**src/rtl/rsa_modexp_engine.sv**
```systemverilog
// Constant-time modular exponentiation (result = base^exponent mod modulus) using
// MSB-first square-and-always-multiply over a bit-serial interleaved shift-add modmul.
module rsa_modexp_engine #(
  parameter int WIDTH = 8
) (
  input  logic             clk,
  input  logic             rst,
  input  logic             start,
  input  logic             abort,
  input  logic [WIDTH-1:0] modulus,
  input  logic [WIDTH-1:0] exponent,
  input  logic [WIDTH-1:0] base,
  output logic             busy,
  output logic             done,
  output logic             err,
  output logic [WIDTH-1:0] result
);

  localparam int CW = (WIDTH > 1) ? $clog2(WIDTH) : 1;
  localparam logic [CW-1:0] TOP_BIT = CW'(WIDTH - 1);

  // Handshake: start is taken only in IDLE with abort low; busy covers CHECK..last MUL,
  // done pulses one cycle in DONE with result/err valid; abort while busy drops to IDLE.
  typedef enum logic [2:0] {
    S_IDLE,
    S_CHECK,
    S_SQR,
    S_MUL,
    S_DONE
  } state_t;

  state_t           state;
  logic [WIDTH-1:0] p_q, e_q, m_q, acc;
  logic [WIDTH:0]   r;
  logic [CW-1:0]    bit_i, k;

  logic [WIDTH-1:0] mult_b;
  logic [WIDTH:0]   p_ext, r_dbl, r_dbl_red, r_add, r_add_red, r_next;

  // One shift-add modmul step; r stays below P so 2r and r+acc fit in WIDTH+1 bits.
  always_comb begin
    mult_b    = (state == S_SQR) ? acc : m_q;
    p_ext     = {1'b0, p_q};
    r_dbl     = r << 1;
    r_dbl_red = (r_dbl >= p_ext) ? (r_dbl - p_ext) : r_dbl;
    r_add     = r_dbl_red + {1'b0, acc};
    r_add_red = (r_add >= p_ext) ? (r_add - p_ext) : r_add;
    r_next    = mult_b[bit_i] ? r_add_red : r_dbl_red;
  end

  always_ff @(posedge clk or posedge rst) begin
    if (rst) begin
      state  <= S_IDLE;
      p_q    <= '0;
      e_q    <= '0;
      m_q    <= '0;
      acc    <= '0;
      r      <= '0;
      bit_i  <= '0;
      k      <= '0;
      busy   <= 1'b0;
      done   <= 1'b0;
      err    <= 1'b0;
      result <= '0;
    end else if (busy && abort) begin
      state <= S_IDLE;
      busy  <= 1'b0;
    end else begin
      case (state)
        S_IDLE: begin
          done <= 1'b0;
          if (start && !abort) begin
            p_q   <= modulus;
            e_q   <= exponent;
            m_q   <= base;
            err   <= 1'b0;
            busy  <= 1'b1;
            state <= S_CHECK;
          end
        end
        S_CHECK: begin
          if (p_q < WIDTH'(2) || m_q >= p_q) begin
            err    <= 1'b1;
            result <= '0;
            done   <= 1'b1;
            busy   <= 1'b0;
            state  <= S_DONE;
          end else begin
            acc   <= WIDTH'(1);
            k     <= TOP_BIT;
            bit_i <= TOP_BIT;
            r     <= '0;
            state <= S_SQR;
          end
        end
        S_SQR: begin
          if (bit_i == '0) begin
            acc   <= r_next[WIDTH-1:0];
            r     <= '0;
            bit_i <= TOP_BIT;
            state <= S_MUL;
          end else begin
            r     <= r_next;
            bit_i <= bit_i - 1'b1;
          end
        end
        S_MUL: begin
          if (bit_i == '0) begin
            // The product is always computed; only the exponent bit decides if it is kept.
            if (e_q[k]) acc <= r_next[WIDTH-1:0];
            r     <= '0;
            bit_i <= TOP_BIT;
            if (k == '0) begin
              result <= e_q[k] ? r_next[WIDTH-1:0] : acc;
              done   <= 1'b1;
              busy   <= 1'b0;
              state  <= S_DONE;
            end else begin
              k     <= k - 1'b1;
              state <= S_SQR;
            end
          end else begin
            r     <= r_next;
            bit_i <= bit_i - 1'b1;
          end
        end
        S_DONE: begin
          done  <= 1'b0;
          state <= S_IDLE;
        end
        default: state <= S_IDLE;
      endcase
    end
  end

endmodule

```
**config.mk**
```make
export PLATFORM = sky130hd
export DESIGN_NAME = rsa_modexp_engine
export DESIGN_NICKNAME = d
export VERILOG_FILES = /design/src/rtl/rsa_modexp_engine.sv
export SDC_FILE = /design/constraint.sdc
export NUM_CORES = 1
export LEC_CHECK = 0
export CAP_MARGIN = 20
export CORE_MARGIN = 2
export CORE_UTILIZATION = 35
export CTS_BUF_LIST = sky130_fd_sc_hd__clkbuf_16
export DETAILED_ROUTE_END_ITERATION = 8
export PLACE_DENSITY_LB_ADDON = 0.1
export SYNTH_ARGS = -nofsm -noshare
export SYNTH_HDL_FRONTEND = slang
export SYNTH_SLANG_ARGS = --single-unit
```
**constraint.sdc**
```tcl
create_clock -name clk -period 16.3 [get_ports clk]
set_clock_uncertainty 0.1 [all_clocks]
set_input_delay 3.26 -clock clk [delete_from_list [all_inputs] [get_ports clk]]
set_output_delay 3.26 -clock clk [all_outputs]
set_load 0.02 [all_outputs]
```
==> flow_summary.yaml, run 1 <==
drt:
  finalWirelength_um: 12400
  ant_nets: 0
  vias: 3771
  first_iter_violations: 182
  avgRoutedWirePerCell_um: 18.5
  firstDrtPassIters: 5
  drc: 0
  vias_per_cell: 5.62
layout:
  area_growth_pct: 19.5
  fillers: 1223
  drive_above_1_share_pct: 10.3
  nets: 566
  utilization_pct: 43.1
  seqCellArea_sq_um: 1500
  multi_input_area_sq_um: 2670
  antenna_cells: 0
floorplanning:
  ios: 39
  die_w_um: 116
  core_area_sq_um: 12100
  die-area_sq_um: 13400
  die_y_um: 116
  initial_utilization_pct: 36.1
  rows: 40
grt:
  grt_usage_pct: 19.6
  antenna_found_initial: 0
  grt_overflow_total: 0
  grt_pass1_vias: 3731
  grt_pass1_wl_um: 19900
  grt_max_degree: 61
setup_path:
  rr_startpoint: "p_q[1]$_DFFE_PP0P_"
  r2r_cells: 22
  crit_path_start: "p_q[1]$_DFFE_PP0P_"
  rrSetupSlack_ns: 9.84
  timing.rr.end: "acc[2]$_DFFE_PP0P_"
  critical_path_class: "flip-flop to flip-flop"
  crit_fanout: 11
  cp-end-kind: "flip-flop"
  worstPathArrival_ns: 6.59
  cp.required_ns: 16.42
  setup.worst_path.start_class: "flip-flop"
yosys:
  synth_area_per_cell_sq_um: 9.47
  synth_area_sq_um: 4370
  yosysWarnings: 0
  ys_seq_elements: 60
  async_flop_share_pct: 100
  synthesis.nets: 529
  ys_types: 61
  syn_inst: 461
  yosys_most_used_dff: "dfrtp_1"
  yosysSeqAreaShare_pct: 34.4
  synth_edf_count: 0
clock_tree:
  cts_root_buffer: "clkbuf_16"
  clk_pin_slew_ns: 0.06
  clock_latency_ns: 0.33
  clockBufferDepth: 2
  ctsHoldBuffers: 0
  cts_setup_buffers: 0
  cts.sinks: 60
  htreeDepth: 3
  cts_tree: "done"
  cts_made_buffers: 9
  ctsResizeCount: 0
worst_hold_path:
  hold_end: "result[4]$_DFFE_PP0P_"
  whs_path_depth: 2
  min_path_type: "flip-flop to flip-flop"
  worstHoldStart: "result[4]$_DFFE_PP0P_"
flow_run:
  max_cap_viol_count: 0
status:
  status: "finished, final reports clean"
place:
  dp_hpwl_um: 9450
  io_buffer_count: 38
  place_congestion: 0.949
sta:
  tightest_slew_ns: 1.06
  max_clock_freq_mhz: 155
  rsz0062_at_grt: "false"
  slew_viol_final: 0
  min_period_ns: 6.46
  setup_viol: 0
  hold_viol_final: 0
  timing.final.crit_share_pct: 39.7
  finalSetupTns_ns: 0
  timing.slew.headroom_pct: 29.2
## cells in the final DEF (no fill, tap or decap), types with 3 or more instances in the layout
| cell type | instances |
|---|---|
| a211oi_1 | 6 |
| a21o_1 | 8 |
| a21oi_1 | 19 |
| a22o_1 | 3 |
| a22oi_1 | 3 |
| a31oi_1 | 3 |
| a32o_1 | 8 |
| a32oi_1 | 6 |
| and2_1 | 5 |
| and3_1 | 5 |
| buf_4 | 3 |
| clkbuf_16 | 9 |
| clkdlybuf4s50_1 | 38 |
| dfrtp_1 | 60 |
| fa_1 | 3 |
| ha_1 | 37 |
| inv_1 | 35 |
| mux2_2 | 17 |
| mux2i_1 | 9 |
| mux4_2 | 6 |
| nand2_1 | 41 |
| nand2b_1 | 6 |
| nand3_1 | 8 |
| nand4_1 | 3 |
| nor2_1 | 25 |
| nor2b_1 | 7 |
| nor3_1 | 9 |
| o211ai_1 | 4 |
| o21a_1 | 9 |
| o21ai_0 | 41 |
| o31ai_1 | 4 |
| xnor2_1 | 10 |
| xor2_1 | 5 |
## per-layer routing
layer	share of wire (%)	global-route usage [%]	vias to the layer above
met5	0	0	-
met4	2.8	8.33	0
met3	4.2	2.93	25
met2	48	32.5	103
met1	45	25.7	1854
li1	-	-	1789
## cells in the mapped netlist, types with 4 or more instances
library cell | count | share of area (%)
dfrtp_1 | 60 | 34
nand2_1 | 41 | 3.5
o21ai_0 | 41 | 4.7
ha_1 | 37 | 11
inv_1 | 36 | 3.1
nor2_1 | 25 | 2.1
a21oi_1 | 19 | 2.2
mux2_2 | 17 | 4.4
clkbuf_1 | 13 | 1.1
xnor2_1 | 10 | 2.0
mux2i_1 | 9 | 2.1
nor3_1 | 9 | 1.0
o21a_1 | 9 | 1.5
a21o_1 | 8 | 1.4
a32o_1 | 8 | 1.8
nand3_1 | 8 | 0.92
nor2b_1 | 8 | 1.1
a211oi_1 | 6 | 1.0
a32oi_1 | 6 | 1.2
mux4_2 | 6 | 3.1
nand2b_1 | 6 | 0.86
and2_1 | 5 | 0.72
and3_1 | 5 | 0.72
xor2_1 | 5 | 1.0
o211ai_1 | 4 | 0.69
o31ai_1 | 4 | 0.69
## state kept, by name, summed over array words and instances, names as in the netlist
name and count:
acc 8, e_q 8, m_q 8, p_q 8
r 8, result 8, bit_i 3, k 3
state 3, busy 1, done 1, err 1
## cells by family (layout without fill, tap and decap cells)
kind of cell,after synthesis,after routing,synth area share (%)
AOI/OAI and AO/OA,142,142,22.8
DFF,60,60,34.4
and+or+nand+nor,121,121,13.7
buffers and inverters,51,93,4.58
xor gates and xnor gates,15,15,3.01
adders and majority gates,40,40,12.0
muxes,32,32,9.54
## how the worst max path moves through the flow
stage                                    end  slack (ns)  depth (start not counted)
after floorplan           acc[5]$_DFFE_PP0P_       10.84                         23
after global placement      r[2]$_DFFE_PP0P_       10.03                         21
after detailed placement    r[2]$_DFFE_PP0P_       10.01                         22
after CTS                 acc[2]$_DFFE_PP0P_        9.97                         22
after global routing        r[2]$_DFFE_PP0P_        9.43                         22
final                     acc[2]$_DFFE_PP0P_        9.84                         22
## worst max-delay path, stage by stage, from the launching register on
cell and delay, ns:
dfrtp_1 0.42, inv_1 0.21, ha_1 0.28, ha_1 0.18
o31ai_1 0.29, a21oi_1 0.15, nor2_1 0.61, mux2i_1 0.45
inv_1 0.09, ha_1 0.28, a21o_1 0.18, a21oi_1 0.27
o21ai_0 0.18, nor2_1 0.16, xnor2_1 0.21, ha_1 0.34
o21a_1 0.12, o31a_1 0.14, o211ai_1 0.27, nand3_1 0.35
or4_1 0.61, and2_1 0.19, a32o_1 0.24
## layout make-up
class | count | area share, %
multi-input combinational | 350 | 51.1
sequential | 60 | 28.8
timing repair buffer | 41 | 7.72
clock buffer | 9 | 4.32
tap | 168 | 4.03
inverter | 36 | 2.59
clock inverter | 7 | 1.44
## per-stage QoR
stage	hold WS, ns	area [sq um]	cells	setup WS, ns
finish	0.380	5220	671	9.84
global placement	0.373	4920	655	10.03
CTS	0.384	5220	671	9.97
global route	0.403	5220	671	9.43
detailed placement	0.370	4920	655	10.01
floorplan	0.361	4370	461	10.84
Power of run 1 is not shown: default switching activity piles up to over one toggle a cycle in this logic, so the estimate is an artifact.
==> run 2: changes to the inputs <==
Clock period 16.3 ns to 5.65 ns, I/O delays scaled along.
==> run 2 against run 1 <==
Setup slack worse by 9.5 ns; cell area is 5.0% higher; first-iteration DRC count decreased by 24%; final cell count up 3.1%; wire length rose by 1.3%; maximum frequency grew 22%; critical endpoint unchanged; highest routed layer unchanged.
==> flow_summary.yaml, run 2 (synthesized netlist as in run 1, its figures left out) <==
setup_path:
  crit_top_cell: "ha_1"
  critical_path_class: "flip-flop to flip-flop"
  crit_fanout: 6
  rrSetupSlack_ns: 0.34
  cp.required_ns: 5.77
  worstPathArrival_ns: 5.43
  path_cells: "ha_1 -> and3_1 -> o31ai_2 -> a21oi_2 -> nor2_4 -> buf_4 -> nor2_1 -> ha_1 -> inv_1 -> fa_1 -> xnor2_1 -> ha_1 -> o21a_1 -> o31a_1 -> o31a_1 -> o211ai_1 -> nand3_2 -> or4_1 -> and2_1 -> a32o_1"
  rr_startpoint: "r[1]$_DFFE_PP0P_"
  slowest_stage: "or4_1"
  slowest_delay_ns: 0.56
  crit_family: "compound AO/OA/AOI/OAI gates"
  crit_path_start: "r[1]$_DFFE_PP0P_"
  setup.worst_path.start_class: "flip-flop"
  cp_num_buf_inv: 2
  cp-end-kind: "flip-flop"
drt:
  vias: 3739
  first_iter_violations: 138
  firstDrtPassIters: 4
  finalWirelength_um: 12600
  drc: 0
  ant_nets: 0
  vias_per_cell: 5.40
  avgRoutedWirePerCell_um: 18.2
clock_tree:
  cts.sinks: 60
  clk_pin_slew_ns: 0.06
  cts_made_buffers: 9
  htreeDepth: 3
  clock_latency_ns: 0.33
  cts_tree: "done"
  cts_root_buffer: "clkbuf_16"
  clockBufferDepth: 2
  ctsHoldBuffers: 0
floorplanning:
  die_w_um: 116
  ios: 39
  core_area_sq_um: 12100
  rows: 40
  die_y_um: 116
  die-area_sq_um: 13400
  initial_utilization_pct: 36.1
place:
  io_buffer_count: 38
  place_congestion: 0.916
  placed_area_sq_um: 5050
  dp_hpwl_um: 9820
sta:
  tightest_slew_ns: 0.922
  hold_viol_final: 0
  setup_viol: 0
  whs_ns: 0.380
  finalSetupTns_ns: 0
  min_period_ns: 5.31
  timing.final.crit_share_pct: 94.0
  max_clock_freq_mhz: 188
  slew_viol_final: 0
  timing.slew.headroom_pct: 38.1
grt:
  grt_pass1_wl_um: 20400
  grt_usage_pct: 20.3
  grt_overflow_total: 0
  antenna_found_initial: 0
  grt_max_degree: 61
  grt_pass1_vias: 3867
layout:
  mostFrequentLayoutCells: "dfrtp_1 (60), nand2_1 (41), o21ai_0 (40)"
  area_growth_pct: 25.5
  antenna_cells: 0
  layout_commonest_cell: "dfrtp_1"
  design_area_sq_um: 5480
  nets: 587
  utilization_pct: 45.2
  drive_above_1_share_pct: 17.6
worst_hold_path:
  min_path_type: "flip-flop to flip-flop"
  worstHoldStart: "result[3]$_DFFE_PP0P_"
status:
  status: "finished, final reports clean"
flow_run:
  max_cap_viol_count: 0
run 2: changes by cell type in the layout (fill, tap and decap cells not counted), sizes merged:
cell / delta
inv: -1
clkinv: -1
buf: +21
clkinvlp: +2
run 2: metal layers:
metal | up-vias | share of wire (%) | global-route usage, %
met5 | - | 0 | 0
met4 | 0 | 2.9 | 7.62
met3 | 23 | 3.6 | 4.29
met2 | 72 | 47 | 33.3
met1 | 1814 | 46 | 26.5
li1 | 1830 | - | -
run 2: worst reg2reg max path: cells and delay by family (launching register included):
kind / cells / cell delay (ns)
AOI/OAI and AO/OA: 7 / 1.45
xor gates and xnor gates: 1 / 0.26
adders and majority gates: 4 / 1.34
buffers and inverters: 2 / 0.23
DFF: 1 / 0.45
and+or+nand+nor: 6 / 1.37
run 2: path summary, 6_finish.rpt:
kind / endpoint / depth (start not counted)
worst max-delay path: acc[2]$_DFFE_PP0P_ / 20
worst min-delay path: result[3]$_DFFE_PP0P_ / 2
worst max register to register: acc[2]$_DFFE_PP0P_ / 20
worst min register to register: result[3]$_DFFE_PP0P_ / 2
max in group asynchronous: r[4]$_DFFE_PP0P_ / 3
min in group asynchronous: p_q[3]$_DFFE_PP0P_ / 3
run 2: through the flow:
stage,instances,setup WS (ns)
4_1_cts,689,0.00572
2_1_floorplan,461,0.188
5_1_grt,692,-0.0195
3_3_place_gp,673,-0.103
6_report,692,0.339
3_5_place_dp,673,-0.0756
run 2: timing repair:
item                       CTS  global route
gates resized for setup      3            23
setup endpoints to repair   13            24
setup buffers                0             2
pin swaps                    0             5
run 2: layout make-up:
class | count | area (sq um)
Multi-Input combinational cell | 350 | 2780
Clock buffer | 9 | 225
Timing Repair Buffer | 62 | 558
Inverter | 36 | 135
Clock inverter | 7 | 66.3
Fill cell | 1233 | 6630
Tap cell | 168 | 210
Sequential cell | 60 | 1500
Power of run 2 is left out for the same reason.
